==> src/rtl/scr1_copier_pkg.sv <==
// scr1_copier_pkg: memory-interface types, copier FSM states, error codes and constants
// Contents: SCR1 data-memory widths and cmd/width/resp encodings, copier state and error enums, word stride.
package scr1_copier_pkg;

    localparam int SCR1_DMEM_AWIDTH        = 32;
    localparam int SCR1_DMEM_DWIDTH        = 32;
    localparam int SCR1_COPIER_WORD_STRIDE = 4;

    typedef enum logic {
        SCR1_MEM_CMD_RD = 1'b0,
        SCR1_MEM_CMD_WR = 1'b1
    } type_scr1_mem_cmd_e;

    typedef enum logic [1:0] {
        SCR1_MEM_WIDTH_BYTE  = 2'b00,
        SCR1_MEM_WIDTH_HWORD = 2'b01,
        SCR1_MEM_WIDTH_WORD  = 2'b10
    } type_scr1_mem_width_e;

    typedef enum logic [1:0] {
        SCR1_MEM_RESP_NOTRDY = 2'b00,
        SCR1_MEM_RESP_RDY_OK = 2'b01,
        SCR1_MEM_RESP_RDY_ER = 2'b10
    } type_scr1_mem_resp_e;

    typedef enum logic [2:0] {
        SCR1_COPIER_IDLE,
        SCR1_COPIER_RD_REQ,
        SCR1_COPIER_RD_WAIT,
        SCR1_COPIER_WR_REQ,
        SCR1_COPIER_WR_WAIT
    } type_scr1_copier_state_e;

    typedef enum logic [1:0] {
        SCR1_COPIER_ERR_NONE     = 2'd0,
        SCR1_COPIER_ERR_BUSERR   = 2'd1,
        SCR1_COPIER_ERR_TIMEOUT  = 2'd2,
        SCR1_COPIER_ERR_MISALIGN = 2'd3
    } type_scr1_copier_err_e;

endpackage

==> src/rtl/scr1_copier_tmo.sv <==
// scr1_copier_tmo: clearable saturating wait counter with expiry flag
// Ports: clk, rst (async, active-high); clr zeroes the count; inc counts one waiting cycle;
//        expired is high in the inc cycle that completes LIMIT waiting cycles.
module scr1_copier_tmo #(
    parameter int LIMIT = 255,
    parameter int WIDTH = 8
) (
    input  logic clk,
    input  logic rst,
    input  logic clr,
    input  logic inc,
    output logic expired
);

    logic [WIDTH-1:0] cnt;

    assign expired = inc && (cnt == WIDTH'(LIMIT - 1));

    always_ff @(posedge clk or posedge rst) begin
        if (rst)
            cnt <= '0;
        else if (clr)
            cnt <= '0;
        else if (inc && cnt != '1)
            cnt <= cnt + 1'b1;
    end

endmodule

==> src/rtl/scr1_dmem_copier.sv <==
// scr1_dmem_copier: single-channel word block copier driving the SCR1 data-memory requester interface
// Ports: cfg_* start/source/destination/length from the control front end; status_* busy, sticky done/err,
//        error code/address and words-written count; dmem_* request side of the data-memory interface.
module scr1_dmem_copier
    import scr1_copier_pkg::*;
#(
    parameter int LEN_WIDTH      = 16,
    parameter int TIMEOUT_CYCLES = 255,
    parameter int TMO_WIDTH      = 8
) (
    input  logic                        clk,
    input  logic                        rst,
    input  logic                        cfg_start,
    input  logic [SCR1_DMEM_AWIDTH-1:0] cfg_src_addr,
    input  logic [SCR1_DMEM_AWIDTH-1:0] cfg_dst_addr,
    input  logic [LEN_WIDTH-1:0]        cfg_len,
    output logic                        status_busy,
    output logic                        status_done,
    output logic                        status_err,
    output type_scr1_copier_err_e       status_err_code,
    output logic [SCR1_DMEM_AWIDTH-1:0] status_err_addr,
    output logic [LEN_WIDTH-1:0]        status_cnt,
    output logic                        dmem_req,
    output type_scr1_mem_cmd_e          dmem_cmd,
    output type_scr1_mem_width_e        dmem_width,
    output logic [SCR1_DMEM_AWIDTH-1:0] dmem_addr,
    output logic [SCR1_DMEM_DWIDTH-1:0] dmem_wdata,
    input  logic                        dmem_req_ack,
    input  logic [SCR1_DMEM_DWIDTH-1:0] dmem_rdata,
    input  type_scr1_mem_resp_e         dmem_resp
);

    localparam logic [SCR1_DMEM_AWIDTH-1:0] STRIDE = SCR1_DMEM_AWIDTH'(SCR1_COPIER_WORD_STRIDE);

    type_scr1_copier_state_e     state, state_next;
    logic [SCR1_DMEM_AWIDTH-1:0] src, dst;
    logic [LEN_WIDTH-1:0]        len;
    logic in_wait, resp_ok, resp_er, tmo_inc, tmo_exp, abort, last, misalign, accept;

    assign in_wait  = (state == SCR1_COPIER_RD_WAIT) || (state == SCR1_COPIER_WR_WAIT);
    assign resp_ok  = in_wait && (dmem_resp == SCR1_MEM_RESP_RDY_OK);
    assign resp_er  = in_wait && (dmem_resp == SCR1_MEM_RESP_RDY_ER);
    assign tmo_inc  = in_wait && (dmem_resp == SCR1_MEM_RESP_NOTRDY);
    assign abort    = resp_er || tmo_exp;
    assign last     = (status_cnt + LEN_WIDTH'(1)) == len;
    assign accept   = (state == SCR1_COPIER_IDLE) && cfg_start;
    // A zero-length request completes immediately, so alignment only matters when words will move.
    assign misalign = (cfg_len != '0) && ((cfg_src_addr[1:0] != 2'b00) || (cfg_dst_addr[1:0] != 2'b00));

    // Request and address decode straight from state so an async reset drops dmem_req at once.
    assign dmem_req    = (state == SCR1_COPIER_RD_REQ) || (state == SCR1_COPIER_WR_REQ);
    assign dmem_cmd    = ((state == SCR1_COPIER_WR_REQ) || (state == SCR1_COPIER_WR_WAIT)) ? SCR1_MEM_CMD_WR : SCR1_MEM_CMD_RD;
    assign dmem_width  = SCR1_MEM_WIDTH_WORD;
    assign dmem_addr   = (state == SCR1_COPIER_IDLE) ? '0 : (dmem_cmd == SCR1_MEM_CMD_WR) ? dst : src;
    assign status_busy = state != SCR1_COPIER_IDLE;

    scr1_copier_tmo #(
        .LIMIT (TIMEOUT_CYCLES),
        .WIDTH (TMO_WIDTH)
    ) u_tmo (
        .clk     (clk),
        .rst     (rst),
        .clr     (!in_wait),
        .inc     (tmo_inc),
        .expired (tmo_exp)
    );

    always_ff @(posedge clk or posedge rst) begin
        if (rst)
            state <= SCR1_COPIER_IDLE;
        else
            state <= state_next;
    end

    always_comb begin
        state_next = state;
        case (state)
            SCR1_COPIER_IDLE:    state_next = (accept && cfg_len != '0 && !misalign) ? SCR1_COPIER_RD_REQ : SCR1_COPIER_IDLE;
            SCR1_COPIER_RD_REQ:  state_next = dmem_req_ack ? SCR1_COPIER_RD_WAIT : SCR1_COPIER_RD_REQ;
            SCR1_COPIER_WR_REQ:  state_next = dmem_req_ack ? SCR1_COPIER_WR_WAIT : SCR1_COPIER_WR_REQ;
            SCR1_COPIER_RD_WAIT: state_next = abort ? SCR1_COPIER_IDLE : resp_ok ? SCR1_COPIER_WR_REQ : SCR1_COPIER_RD_WAIT;
            SCR1_COPIER_WR_WAIT: state_next = (abort || (resp_ok && last)) ? SCR1_COPIER_IDLE :
                                              resp_ok ? SCR1_COPIER_RD_REQ : SCR1_COPIER_WR_WAIT;
            default:             state_next = SCR1_COPIER_IDLE;
        endcase
    end

    always_ff @(posedge clk or posedge rst) begin
        if (rst) begin
            src             <= '0;
            dst             <= '0;
            len             <= '0;
            dmem_wdata      <= '0;
            status_done     <= 1'b0;
            status_err      <= 1'b0;
            status_err_code <= SCR1_COPIER_ERR_NONE;
            status_err_addr <= '0;
            status_cnt      <= '0;
        end else begin
            if (accept) begin
                src             <= cfg_src_addr;
                dst             <= cfg_dst_addr;
                len             <= cfg_len;
                status_cnt      <= '0;
                status_done     <= cfg_len == '0;
                status_err      <= misalign;
                status_err_code <= misalign ? SCR1_COPIER_ERR_MISALIGN : SCR1_COPIER_ERR_NONE;
                if (misalign)
                    status_err_addr <= (cfg_src_addr[1:0] != 2'b00) ? cfg_src_addr : cfg_dst_addr;
            end
            if (resp_ok && state == SCR1_COPIER_RD_WAIT)
                dmem_wdata <= dmem_rdata;
            if (resp_ok && state == SCR1_COPIER_WR_WAIT) begin
                status_cnt <= status_cnt + LEN_WIDTH'(1);
                src        <= src + STRIDE;
                dst        <= dst + STRIDE;
                if (last)
                    status_done <= 1'b1;
            end
            if (abort) begin
                status_err      <= 1'b1;
                status_err_code <= resp_er ? SCR1_COPIER_ERR_BUSERR : SCR1_COPIER_ERR_TIMEOUT;
                status_err_addr <= dmem_addr;
            end
        end
    end

endmodule

==> config.mk <==
export PLATFORM = sky130hd
export DESIGN_NAME = scr1_dmem_copier
export DESIGN_NICKNAME = d
export VERILOG_FILES = /design/src/rtl/scr1_copier_pkg.sv /design/src/rtl/scr1_copier_tmo.sv /design/src/rtl/scr1_dmem_copier.sv
export SDC_FILE = /design/constraint.sdc
export NUM_CORES = 1
export LEC_CHECK = 0
export ABC_AREA = 1
export BUFFER_PORTS_ARGS = -buffer_cell sky130_fd_sc_hd__buf_2
export CORE_MARGIN = 4
export CORE_UTILIZATION = 55
export CTS_CLUSTER_DIAMETER = 80
export CTS_CLUSTER_SIZE = 16
export DETAILED_ROUTE_END_ITERATION = 7
export PLACE_DENSITY = 0.81
export SKIP_CTS_REPAIR_TIMING = 1
export SLEW_MARGIN = 10
export SYNTH_ARGS = -nofsm -noshare
export SYNTH_HDL_FRONTEND = slang
export SYNTH_SLANG_ARGS = --single-unit
export TNS_END_PERCENT = 50
==> constraint.sdc <==
create_clock -name clk -period 7.61 [get_ports clk]
set_input_delay 1.522 -clock clk [delete_from_list [all_inputs] [get_ports clk]]
set_output_delay 1.522 -clock clk [all_outputs]
set_load 0.02 [all_outputs]
==> results of run 1 <==
-- per-layer routing --
layer	global-route usage (%)	vias to the layer above	part of all wire (%)	wire, um
met5	0	-	0	0
met4	13.5	0	3.9	1300
met3	6.82	91	11	3800
met2	48.8	644	45	14900
met1	43.4	4898	39	13100
li1	-	4858	-	-
-- cell usage in the layout, fill, tap and decap left out, types with 34 or more instances in the layout --
cell      instances
a21oi_1          49
o211ai_1         47
inv_1           148
dfrtp_1         175
nor3_1           34
o21ai_0         112
buf_2           236
nand2_1         366
nand3_1          91
nor2_1           83
-- worst max-delay path: cells and delay by family (launching register included) --
family	cells	cell delay, ps
AND/OR/NAND/NOR	2	220
buffers and inverters	3	1010
flip-flops	1	450
AO/OA/AOI/OAI	3	1240
-- final cells by class --
| class | count | area [sq um] | area share [%] |
|---|---|---|---|
| flip-flops and latches | 175 | 4380 | 36.3 |
| inverters | 154 | 583 | 4.83 |
| multi-input cells | 954 | 4970 | 41.2 |
| repair buffers | 244 | 1240 | 10.3 |
| clock buffers | 20 | 447 | 3.70 |
| clock inverters | 12 | 160 | 1.33 |
| well taps | 229 | 287 | 2.38 |
-- sequential cells by signal, indices dropped and copies added (netlist names) --
signal / flops
status_err_addr: 32
dst: 32
status_err: 1
status_cnt: 16
status_err_code: 2
status_done: 1
state: 3
src: 32
u_tmo.cnt: 8
dmem_wdata: 32
len: 16
-- kinds of logic (layout without fill, tap and decap cells) --
kind of cell	after synthesis	in the layout	synth area share (%)
compound gates	238	238	13.7
fa+ha+maj	5	5	0.615
buf+inv	210	430	8.20
xor+xnor	32	32	2.76
flops	175	175	43.1
simple gates	624	624	26.0
mux	53	53	5.61
other cells	2	2	0.0739
-- per-stage QoR --
step | hold slack, ps | area (sq um) | util [%]
3_3_place_gp | 464 | 11500 | 63.3
5_1_grt | 516 | 12100 | 66.7
4_1_cts | 489 | 12100 | 66.7
2_1_floorplan | 448 | 10200 | -
6_report | 486 | 12100 | 66.7
3_5_place_dp | 470 | 11500 | 63.3
-- synthesized netlist by cell type, types with 18 or more instances --
| library cell | instances | share of area (%) |
|---|---|---|
| a21oi_1 | 49 | 2.4 |
| buf_2 | 18 | 0.89 |
| o21ai_0 | 112 | 5.5 |
| inv_1 | 149 | 5.5 |
| xor2_1 | 25 | 2.2 |
| clkbuf_1 | 32 | 1.2 |
| nor3_1 | 34 | 1.7 |
| o211ai_1 | 47 | 3.5 |
| nand4_1 | 31 | 1.9 |
| mux2_2 | 32 | 3.5 |
| nand3_1 | 91 | 4.5 |
| dfrtp_1 | 175 | 43 |
| mux2i_1 | 21 | 2.1 |
| nand2_1 | 366 | 14 |
| nor2_1 | 84 | 3.1 |
-- worst paths after layout --
path | end | slack, ps | depth (start not counted)
max in group asynchronous | src[26] | 4880 | 3
min in group asynchronous | src[0] | 1320 | 2
worst min register to register | status_err_code[0] | 490 | 2
worst max-delay path | dmem_addr[11] | 2730 | 8
worst max register to register | status_err_addr[2] | 4100 | 12
worst min-delay path | status_err_code[0] | 490 | 2
-- power by group --
group	internal, W	switching, W	total (W)
registers	0.00130	0.000371	0.00167
clock network	0.000529	0.000387	0.000915
logic	0.000612	0.00126	0.00187
total	0.00244	0.00201	0.00446
==> results.py, run 1 <==
metrics = {
    "floorplan": {
        "row_count": 49,
        "die_h_um": 144,
        "core_sq_mm": 0.0181,
        "initial_core_util_pct": 56.2,
        "ioPinCount": 239,
        "die_x_um": 144,
        "die_area_sq_mm": 0.0207,
    },
    "placed_design": {
        "placedCellCount": 1756,
        "port_buffers": 236,
        "routabilityCongestion": 0.990,
        "post-place-ws_ps": 3200,
        "hpwl_mm": 23.8,
    },
    "cts": {
        "clockRootBuffer": "clkbuf_16",
        "cts_buffers": 17,
        "htreeDepth": 4,
        "clock_path_buffers": 2,
        "clk-insertion-delay-late_ps": 440,
        "cts_sinks": 175,
        "cts_tree": "built",
        "clk_pin_slew_ps": 70,
    },
    "synthesis": {
        "synth-seq-cells": 175,
        "yosysWarnings": 0,
        "syn-cell-area_sq_mm": 0.0102,
        "synth-edff-count": 0,
        "yosysSeqAreaShare_pct": 43.1,
        "syn_area_per_cell_sq_um": 7.59,
        "synth_ff_type": "dfrtp_1",
        "ys_types": 39,
        "async_flop_share_pct": 100,
        "syn-num-nets": 1462,
        "synth_cells": 1339,
    },
    "finish": {
        "post_route_cells_drive_above_1_share_pct": 20.7,
        "diodes": 0,
        "fin_nets": 1669,
        "syn2layout_area_growth_pct": 18.7,
        "stdcell_count": 1788,
        "fillers": 1554,
    },
    "drt": {
        "drc_errors": 0,
        "wl_mm": 33.1,
        "detail_route.wl_per_cell_um": 18.5,
        "drtIter0Drc": 1094,
        "dr_total_vias": 10500,
        "drtAntennaViolNets": 0,
        "via_per_inst": 5.87,
        "first_pass_iters": 5,
    },
    "pwr": {
        "power_density_mw_per_mm2": 369,
        "leakage_nw": 5.97,
        "p_total_w": 0.00446,
        "vdd_drop_max_mv": 0.332,
    },
    "sta": {
        "period_share_pct": 64.2,
        "max_freq_mhz": 205,
        "fin_skew_ps": 8.73,
        "setup_viol": 0,
        "fin_crit_ps": 4880,
        "slew_headroom_pct": 25.4,
        "drv_slew": 0,
        "rsz0062_at_grt": "no",
        "hold_viol": 0,
        "final.setup.worst_slack_ps": 2730,
        "worst_pin_slew_ps": 1120,
        "timing.setup.tns_ps": 0,
    },
    "critical_path": {
        "crit_path_end_kind": "output pin",
        "worstPathMaxFanout": 45,
        "worstSetupPathType": "register to output pin",
        "startpoint_type": "register",
        "cp_slowest_cell": "a21oi_4",
        "cpMostUsedCell": "inv_1",
        "max_stage_delay_ps": 800,
        "cp.required_ps": 6090,
        "crit_chain": "nor2_1 -> nand2_1 -> inv_1 -> a21oi_4 -> inv_1 -> o21ai_0 -> a21oi_1 -> buf_2",
        "cp.arrival_ps": 3360,
        "cp-startpoint": "state[1]",
        "timing.rr.start": "state[1]",
    },
    "worst_hold_path": {
        "min-delay-start": "status_err_code[0]",
        "min_path_type": "register to register",
    },
    "run_status": {
        "status": "finished, final reports clean",
    },
    "global_route": {
        "overflow": 0,
        "grt_pass1_wl_mm": 51.5,
        "grt_pass1_vias": 9841,
        "antenna_found_initial": 0,
        "grt_start_max_net_pins": 112,
        "grt_usage_pct": 31.7,
    },
    "job": {
        "drv_cap": 0,
    },
}
No activity file was read; power rests on OpenSTA's default activity.
==> run 2: changes to the inputs <==
- CORE_UTILIZATION: 55 -> 49
- PLACE_DENSITY: 0.81 -> 0.77
- clock period: 7.61 -> 4.2 ns (I/O delays scaled with it)
==> run 2 against run 1 <==
  * Clock skew increased by 2.9 ps
  * Register-to-register slack worse by 2600 ps
  * Non-clock buffer count up 6
  * Sequential power increased by 81%
  * Sequential cell count did not move
  * Utilization down 7.0 points
  * Clock power up 70%
  * First-iteration DRC count down 10%
  * Clock-buffer cell count decreased by 3
==> results.py, run 2 (synthesized netlist as in run 1, its figures left out) <==
metrics = {
    "floorplan": {
        "ioPinCount": 239,
        "die_h_um": 152,
        "row_count": 52,
        "die_area_sq_mm": 0.0231,
        "initial_core_util_pct": 50.1,
        "core_sq_mm": 0.0203,
        "die_x_um": 152,
    },
    "sta": {
        "drv_slew": 0,
        "hold_viol": 0,
        "rsz0062_at_grt": "no",
        "worst_pin_slew_ps": 1130,
        "slew_headroom_pct": 24.4,
        "period_share_pct": 83.3,
        "fin_crit_ps": 3500,
        "final.setup.worst_slack_ps": 701,
        "timing.setup.tns_ps": 0,
        "setup_viol": 0,
        "fin_skew_ps": 11.6,
        "max_freq_mhz": 286,
    },
    "critical_path": {
        "crit_path_end": "dmem_addr[26]",
        "worstPathMaxFanout": 33,
        "cpMostUsedCell": "nor2_1",
        "worstSetupPathType": "register to output pin",
        "crit_buf_inv": 3,
        "rrSetupSlack_ps": 1540,
        "timing.rr.end": "src[2]",
        "startpoint_type": "register",
        "cp_slowest_cell": "inv_1",
        "cp.required_ps": 3360,
        "crit_chain": "nor2_1 -> inv_1 -> nor2_1 -> inv_1 -> o21ai_0 -> nor2_1 -> buf_2",
        "max_stage_delay_ps": 820,
        "critPathTopFamily": "buffers and inverters",
        "cp-startpoint": "state[1]",
        "timing.rr.start": "state[1]",
        "cp.arrival_ps": 2660,
        "critical_path_depth": 7,
        "worst-r2r-cell-count": 11,
        "crit_path_end_kind": "output pin",
    },
    "cts": {
        "clockRootBuffer": "clkbuf_16",
        "htreeDepth": 4,
        "clock_path_buffers": 2,
        "clk-insertion-delay-late_ps": 440,
        "cts_tree": "built",
        "clk_pin_slew_ps": 70,
        "cts_buffers": 17,
        "cts_sinks": 175,
    },
    "drt": {
        "drc_errors": 0,
        "via_per_inst": 5.66,
        "detail_route.wl_per_cell_um": 18.4,
        "drtAntennaViolNets": 0,
        "dr_total_vias": 10400,
        "wl_mm": 33.8,
        "first_pass_iters": 5,
        "drtIter0Drc": 980,
    },
    "job": {
        "drv_cap": 0,
    },
    "placed_design": {
        "routabilityCongestion": 0.974,
        "port_buffers": 236,
        "placedCellCount": 1803,
        "hpwl_mm": 25.0,
        "post-place-ws_ps": 1290,
    },
    "pwr": {
        "p_total_w": 0.00798,
        "leakage_nw": 5.97,
        "power_density_mw_per_mm2": 659,
        "vdd_drop_max_mv": 0.515,
    },
    "global_route": {
        "grt_pass1_wl_mm": 53.9,
        "gr-usage-met3_pct": 6.46,
        "grt_pass1_vias": 9884,
        "overflow": 0,
        "antenna_found_initial": 1,
        "grt_util_met1_pct": 39.7,
        "grt-busiest-layer": "met2",
        "grt_usage_pct": 28.8,
        "grt_start_max_net_pins": 63,
        "use_met2_pct": 45.2,
    },
    "finish": {
        "syn2layout_area_growth_pct": 19.2,
        "fillers": 1897,
        "post_route_cells_drive_above_1_share_pct": 21.1,
        "layout_commonest_cell": "nand2_1",
        "multi_input_area_sq_mm": 0.00497,
        "final_core_util_pct": 59.7,
        "mostFrequentLayoutCells": "366 x nand2_1, 236 x buf_2, 175 x dfrtp_1",
        "final-seq-area_sq_mm": 0.00438,
        "fin_nets": 1675,
        "stdcell_count": 1836,
    },
    "worst_hold_path": {
        "min_path_type": "register to register",
    },
    "run_status": {
        "status": "finished, final reports clean",
    },
}
-- run 2: changes by cell type in the layout (fill, tap and decap cells not counted), moves of 2 or more --
cell	delta
bufinv_16	-2
clkinvlp_4	+3
buf_4	+6
clkinv_2	+2
clkinv_4	-2
clkbuf_1	-2
-- run 2: routing by layer --
metal	up-vias	part of all wire, %
li1	4873	-
met4	0	3.0
met1	4887	42
met2	570	45
met5	-	0
met3	66	10
-- run 2: where the power goes --
part,internal [W],switching [W],total (W)
combinational,0.00112,0.00228,0.00340
sequential,0.00236,0.000670,0.00303
clock,0.000825,0.000732,0.00156
-- run 2: tightest hold or removal path, cell delays in order (launching register included) --
cell     delay (ps)
dfrtp_1         350
nand2_1          50
nand2_1          50
-- run 2: worst min path at each step --
stage	slack, ps	start	cells past startpoint	endpoint
final	490	status_err	2	status_err
after global placement	460	status_err	2	status_err
after detailed placement	470	status_err	2	status_err
after floorplan	450	dst[0]	2	dst[0]
after CTS	490	status_err	2	status_err
after global routing	510	dmem_wdata[3]	1	dmem_wdata[3]
-- run 2: cell type report --
class                      instances  area share (%)
multi-input combinational        954            41.0
inverter                         154            4.80
timing repair buffer             250            10.6
antenna                            1          0.0207
clock buffer                      17            3.51
tap                              270            2.79
sequential                       175            36.1
clock inverter                    15            1.13
-- run 2: stage by stage --
step | cell area, sq um | hold slack (ps)
5_1_grt | 12100 | 506
2_1_floorplan | 10200 | 448
3_3_place_gp | 11600 | 462
3_5_place_dp | 11600 | 466
6_report | 12100 | 486
4_1_cts | 12100 | 486
==> run 3: changes to the inputs <==
- clock period: 4.2 -> 2.9 ns (I/O delays scaled with it)
==> run 3 against run 2 <==
  * Utilization increased by 0.96 points
  * Hold slack got worse by 230 ps
  * Cell area rose by 1.6%
  * Sequential share of layout area fell by 0.57 points
  * Critical path depth increased by 1
  * Cell count grew 0.44%
  * Largest power group unchanged
  * Combinational power is 49% higher
  * Clock power rose by 51%
  * Setup slack got worse by 570 ps
  * Sequential power rose by 45%
  * First-iteration DRC count increased by 7.2%
  * Register-to-register slack got worse by 1000 ps
==> results.py, run 3 (synthesized netlist as in run 1, its figures left out) <==
metrics = {
    "drt": {
        "drtIter0Drc": 1051,
        "drtAntennaViolNets": 0,
        "via_per_inst": 5.73,
        "drc_errors": 0,
        "first_pass_iters": 5,
        "detail_route.wl_per_cell_um": 18.5,
        "dr_total_vias": 10600,
        "wl_mm": 34.0,
    },
    "job": {
        "drv_cap": 0,
    },
    "cts": {
        "clk_pin_slew_ps": 70,
        "clock_path_buffers": 2,
        "cts_buffers": 17,
        "clockRootBuffer": "clkbuf_16",
        "cts_tree": "built",
        "cts_sinks": 175,
        "clk-insertion-delay-late_ps": 430,
        "htreeDepth": 4,
    },
    "placed_design": {
        "routabilityCongestion": 0.996,
        "placedCellCount": 1812,
        "hpwl_mm": 25.3,
        "port_buffers": 236,
    },
    "critical_path": {
        "rrSetupSlack_ps": 500,
        "crit_path_end_kind": "output pin",
        "worstSetupPathType": "register to output pin",
        "startpoint_type": "register",
        "worstPathMaxFanout": 33,
        "timing.rr.start": "state[1]",
        "cp.required_ps": 2320,
        "worst-r2r-cell-count": 11,
        "timing.rr.end": "dst[12]",
        "cp.arrival_ps": 2190,
    },
    "finish": {
        "fillers": 1866,
        "mostFrequentLayoutCells": "366 x nand2_1, 235 x buf_2, 175 x dfrtp_1",
        "fin_nets": 1684,
        "layout_commonest_cell": "nand2_1",
        "syn2layout_area_growth_pct": 21.1,
        "post_route_cells_drive_above_1_share_pct": 22.2,
        "stdcell_count": 1844,
        "diodes": 0,
    },
    "floorplan": {
        "die_h_um": 152,
        "initial_core_util_pct": 50.1,
        "die_x_um": 152,
        "die_area_sq_mm": 0.0231,
        "ioPinCount": 239,
        "row_count": 52,
        "core_sq_mm": 0.0203,
    },
    "global_route": {
        "grt_pass1_vias": 10100,
        "antenna_found_initial": 0,
        "grt_usage_pct": 28.8,
        "grt_pass1_wl_mm": 54.2,
        "overflow": 0,
        "grt_start_max_net_pins": 96,
    },
    "pwr": {
        "swShare_pct": 45.6,
        "clockPowerShare_pct": 20.0,
        "intPower_w": 0.00642,
        "vdd_drop_max_mv": 0.577,
        "leakage_nw": 6.06,
        "seq_power_share_pct": 37.1,
        "power.net_switching_w": 0.00538,
        "power_density_mw_per_mm2": 958,
        "power_frac_comb_pct": 42.9,
    },
    "sta": {
        "slew_headroom_pct": 54.7,
        "drv_slew": 0,
        "rsz0062_at_grt": "yes",
        "timing.setup.tns_ps": 0,
        "hold_slack_ps": 254,
        "fin_skew_ps": 11.3,
        "setup_viol": 0,
        "fin_crit_ps": 2770,
        "worst_pin_slew_ps": 678,
        "max_freq_mhz": 361,
        "hold_viol": 0,
        "period_share_pct": 95.5,
    },
    "worst_hold_path": {
        "min_path_type": "input pin to async pin",
    },
    "run_status": {
        "status": "finished, final reports clean",
    },
}
run 3: power groups by stage:
stage	logic [W]	registers, W	clock network (W)
after global routing	0.00554	0.00448	0.00249
after CTS	0.00499	0.00434	0.00238
after floorplan	0.00285	0.00460	0
after global placement	0.00487	0.00434	0
final	0.00506	0.00438	0.00236
after detailed placement	0.00497	0.00437	0
run 3: worst max-delay path, stage by stage (launching register included):
cell	delay, ps
dfrtp_1	450
nor2_1	90
nand2_1	120
inv_1	100
a21oi_4	190
buf_12	220
o21ai_0	100
a21oi_1	250
buf_2	230
run 3: per-stage QoR:
stage	area [sq um]	total power [W]	worst slack [ps]	util [%]
floorplan	10200	0.00746	81.3	-
global placement	11700	0.00921	444	57.5
detailed placement	11700	0.00934	435	57.5
CTS	12300	0.0117	-37.4	60.4
global route	12300	0.0125	-41.7	60.7
finish	12300	0.0118	131	60.7
run 3: area by class of cell:
| type | count | area (sq um) | area share, % |
|---|---|---|---|
| Tap cell | 270 | 338 | 2.74 |
| Sequential cell | 175 | 4380 | 35.6 |
| Timing Repair Buffer | 259 | 1420 | 11.6 |
| Inverter | 154 | 582 | 4.73 |
| Clock buffer | 18 | 439 | 3.57 |
| Clock inverter | 14 | 154 | 1.25 |
| Multi-Input combinational cell | 954 | 5000 | 40.6 |
run 3: routing by layer:
layer	global-route usage, %	vias up	part of all wire, %
met5	0	-	0
met4	10.9	0	3.3
met3	6.17	71	9.7
met2	44.6	601	45
met1	40.0	5003	42
li1	-	4896	-
run 3: worst max-delay path by stage:
stage | cells past startpoint | to | startpoint | slack [ps]
2_1_floorplan | 1 | dmem_wdata[0] | rst | 80
5_1_grt | 9 | dmem_addr[29] | state[1] | -40
3_3_place_gp | 8 | dmem_addr[27] | state[1] | 440
3_5_place_dp | 8 | dmem_addr[30] | state[1] | 440
4_1_cts | 8 | dmem_addr[30] | state[1] | -40
6_report | 8 | dmem_addr[14] | state[1] | 130
